## config.mk

```make
export PLATFORM = sky130hd
export DESIGN_NAME = bit_char_tx
export DESIGN_NICKNAME = d
export VERILOG_FILES = /design/src/rtl/bit_char_pkg.sv /design/src/rtl/bit_char_tx.sv
export SDC_FILE = /design/constraint.sdc
export NUM_CORES = 1
export LEC_CHECK = 0
export BUFFER_PORTS_ARGS = -buffer_cell sky130_fd_sc_hd__buf_2
export CAP_MARGIN = 5
export CORE_MARGIN = 10
export CORE_UTILIZATION = 47
export DETAILED_ROUTE_END_ITERATION = 6
export PLACE_DENSITY = 0.78
export SLEW_MARGIN = 10
export SYNTH_ARGS = -nofsm -noshare
export SYNTH_HDL_FRONTEND = slang
export SYNTH_SLANG_ARGS = --single-unit
```

## constraint.sdc

```tcl
create_clock -name clk -period 2.9 [get_ports clk]
set_input_delay 0.87 -clock clk [delete_from_list [all_inputs] [get_ports clk]]
set_output_delay 0.87 -clock clk [all_outputs]
set_load 0.01 [all_outputs]
```

## src/rtl/bit_char_pkg.sv

```systemverilog
// bit_char_pkg: shared character constants, FSM states and bit-position bounds
package bit_char_pkg;
  localparam logic [7:0] CHAR_ZERO = 8'h30;
  localparam logic [7:0] CHAR_ONE  = 8'h31;
  localparam logic [7:0] CHAR_LF   = 8'h0A;
  localparam logic [3:0] POS_FIRST = 4'd1;
  localparam logic [3:0] POS_LAST  = 4'd8;
  typedef enum logic [1:0] {IDLE, SEND, TERM} state_t;
endpackage

```

## src/rtl/bit_char_tx.sv

```systemverilog
// bit_char_tx: serialises a byte into eight ASCII bit characters plus optional LF
module bit_char_tx
  import bit_char_pkg::*;
#(
  parameter bit LSB_FIRST    = 1'b1,
  parameter bit EMIT_NEWLINE = 1'b1
) (
  input  logic       clk,
  input  logic       reset,
  input  logic [7:0] byte_in,
  input  logic       byte_valid,
  output logic       byte_ready,
  output logic [7:0] char_out,
  output logic       char_valid,
  input  logic       char_ready,
  output logic [3:0] addr_out,
  output logic       busy
);
  localparam logic [3:0] START = LSB_FIRST ? POS_FIRST : POS_LAST;
  localparam logic [3:0] STOP  = LSB_FIRST ? POS_LAST : POS_FIRST;
  state_t     state, state_n;
  logic [3:0] pos, pos_n;
  logic [7:0] data, data_n;
  logic [7:0] char_n;
  assign byte_ready = (state == IDLE);
  // next state, position and hold register; outputs are precomputed from the next state so they can be registered
  always_comb begin
    state_n = state;
    pos_n   = pos;
    data_n  = data;
    unique case (state)
      IDLE: if (byte_valid) begin
        state_n = SEND;
        pos_n   = START;
        data_n  = byte_in;
      end
      SEND: if (char_ready) begin
        if (pos == STOP) state_n = EMIT_NEWLINE ? TERM : IDLE;
        else pos_n = LSB_FIRST ? pos + 4'd1 : pos - 4'd1;
      end
      TERM: if (char_ready) state_n = IDLE;
      default: state_n = IDLE;
    endcase
    char_n = (state_n == SEND) ? (data_n[pos_n[2:0] - 3'd1] ? CHAR_ONE : CHAR_ZERO) :
             (state_n == TERM) ? CHAR_LF : 8'h00;
  end
  // state and registered outputs; position 8 maps to bit 7 via 3-bit wraparound
  always_ff @(posedge clk) begin
    if (!reset) begin
      state      <= IDLE;
      pos        <= '0;
      data       <= '0;
      char_out   <= '0;
      char_valid <= 1'b0;
      addr_out   <= '0;
      busy       <= 1'b0;
    end else begin
      state      <= state_n;
      pos        <= pos_n;
      data       <= data_n;
      char_out   <= char_n;
      char_valid <= (state_n != IDLE);
      addr_out   <= (state_n == SEND) ? pos_n : 4'd0;
      busy       <= (state_n != IDLE);
    end
  end
endmodule

```

==> results.txt <==
Core Rows = 17
DR iter-0 viols = 36
R2R setup slack = 330 ps
Postcts setup bufs = 0
Leak Pwr = 0.594 nW
Initial Util = 50.7%
Clock Root Buffer = clkbuf_4
Power Dens Cells = 453 nW/um^2
Post-Route Utilization = 57.0%
Area share of the largest cell type after synthesis = 38.1%
IO buf count = 23
Final net count = 166
Number of synthesized flops with an enable pin = 0
Synth area leaders = dfxtp_1, nand2_1, a21boi_0
Post-CTS resize count = 0
First-pass GRT wire length = 4.03 mm
Clock power share = 22.3%
Post-route cell area = 1300 sq um
Placement Cell Area = 1270 sq um
P&R area growth vs syn = 12.4%
Total core area = 2280 sq um
Synth warn = 0
Seq/Total Area, Yosys = 38.1%
Yosys top cell by area = dfxtp_1
Cts bufs inserted = 3
CP max-delay cell = dfxtp_1
Vias per cell = 5.40
Unrepaired setup endpoints after global routing = false
GRT Util Overall = 9.64%
Most common cell in the netlist = dfxtp_1
Ys async rst share = 0%
Part of the power in registers = 55.9%
CTS max path bufs = 2
Die area = 4840 sq um
Slowest stage delay, CP = 490 ps
Die W = 69.6 um
Congestion Overflow GR = 0
Net Sw Power = 0.164 mW
Avg Inst Size Synth = 9.02 sq um
Hold Path Class = reg2reg
Tot Pwr = 0.588 mW
CP dominant cell by count = ha_1
CP cell instances = inv_1 > ha_1 > and3b_4 > o31ai_4 > nor2_4 > ha_1 > mux2_2 > o31a_1 > o21ai_1 > o22ai_2
Layout cell share with drive strength beyond 1 = 28.2%
Worst Setup Path Type = reg2reg
Synth cell count leaders = dfxtp_1, nand2_1, a21boi_0, buf_4
Peak Freq = 0.389 GHz
Via count = 956
#FFs+latches synth = 22
Worst-Skew Late Latency = 290 ps
Final Skew = 8.23 ps
Switching Fraction = 27.8%
H-tree depth = 1
Delay-heaviest family, CP = compound AO/OA/AOI/OAI gates
CP Buf/Inv Count = 1
Min Tclk post-route = 2570 ps
Critical path arrival = 2760 ps
Number of hold buffers added after cts = 0
Clock sink count = 22
Placer congestion estimate = 0.822
CP required = 3090 ps
Drt first pass iters = 4
Status = finished clean
Final ANT Viol Nets = 0
N_diodes = 0
Netlist cell types = 45
Hold slack = 470 ps
Peak supply drop = 0.219 mV
Logic pwr share = 21.7%
Final hold vios = 0
Drt total wl = 2.41 mm
I/O Pins = 27
WL/cell = 13.6 um
Die H = 69.6 um
Number of global-route vias before repair = 971
Antenna violations before repair = 0
MaxCap Viol Count = 0
Pins Over Slew Limit = 0
Largest net degree at the start of global routing = 16
Int Pwr = 0.424 mW
Reg clk slew, reported paths = 120 ps
Crit. End Element = flop
Syn Inst Count = 128
Startpoint types = flop
Cell Area, Synth = 1150 sq um
Final Setup Violations = 0
Post-route DRC violation count = 0
Tcrit/Tclk final = 88.6%
Total negative slack = 0 ps
CP max FO = 6
Ys flop type = dfxtp_1
HPWL after detailed placement = 1.94 mm
TritonCTS clock tree = yes
==> cell families (layout without fill, tap and decap cells) <==
family                     after synthesis  count (layout)  synth area share, %
and+or+nand+nor                         52              52                 26.5
AOI/OAI and AO/OA                       27              27                 18.2
DFF                                     22              22                 38.1
buffers and inverters                   17              36                 8.12
muxes                                    6               6                 5.42
adders and majority gates                3               3                 3.25
other                                    1               3                0.325
==> flip-flops by register name, summed over array words and instances (netlist names) <==
signal,flops
busy,1
char_out,3
state,2
addr_out,4
pos,4
data,8
==> routing by layer <==
metal  global-route usage (%)  routed length (um)  up-vias  part of all wire (%)
met2                     16.6                1200       31                    50
met1                     10.2                 994      448                    41
li1                         -                   -      473                     -
met5                        0                   0        -                     0
met4                     4.66                  30        0                   1.2
met3                     3.14                 180        4                   7.5
==> power groups by stage <==
stage | sequential [mW] | clock, mW | combinational, mW
after detailed placement | 0.336 | 0 | 0.127
after global placement | 0.335 | 0 | 0.123
final | 0.329 | 0.131 | 0.128
after CTS | 0.329 | 0.135 | 0.128
after floorplan | 0.334 | 0 | 0.0916
after global routing | 0.332 | 0.150 | 0.142
==> path summary, 6_finish.rpt <==
path                start     endpoint  cells past startpoint
setup / recovery   pos[0]  char_out[0]                     10
hold / removal    data[7]      data[7]                      2
setup reg to reg   pos[0]  char_out[0]                     10
hold reg to reg   data[7]      data[7]                      2
==> layout by cell type (no fill, tap or decap), types with 2 or more instances in the layout <==
master	Yosys	final
nand3b_1	2	2
ha_1	3	3
mux2_2	2	2
o21ai_0	2	2
buf_4	7	5
a22oi_1	2	2
nand2_1	20	20
nand2b_1	2	2
a21oi_1	3	3
dfxtp_1	22	22
nor2b_1	6	6
a21boi_0	8	8
conb_1	1	3
clkbuf_4	0	3
and2_1	2	2
inv_1	5	5
nor3_1	2	2
buf_2	3	23
nor2_1	6	6
mux2i_1	4	4
==> worst min-delay path, stage by stage, from the launching register on <==
cell	delay [ps]
dfxtp_1	330
nand2_1	40
a21boi_0	60
==> through the flow <==
| step | setup WS [ps] | instances |
|---|---|---|
| 2_1_floorplan | 72.1 | 130 |
| 3_3_place_gp | 153 | 174 |
| 3_5_place_dp | 99.9 | 174 |
| 4_1_cts | 338 | 177 |
| 5_1_grt | 176 | 177 |
| 6_report | 331 | 177 |
==> cell type report <==
| class | count | area (sq um) |
|---|---|---|
| well taps | 28 | 35.0 |
| repair buffers | 28 | 153 |
| flip-flops and latches | 22 | 440 |
| fillers | 204 | 978 |
| clock buffers | 3 | 22.5 |
| multi-input cells | 91 | 628 |
| inverters | 5 | 18.8 |
Note: power is estimated with default switching activity, not from simulation.
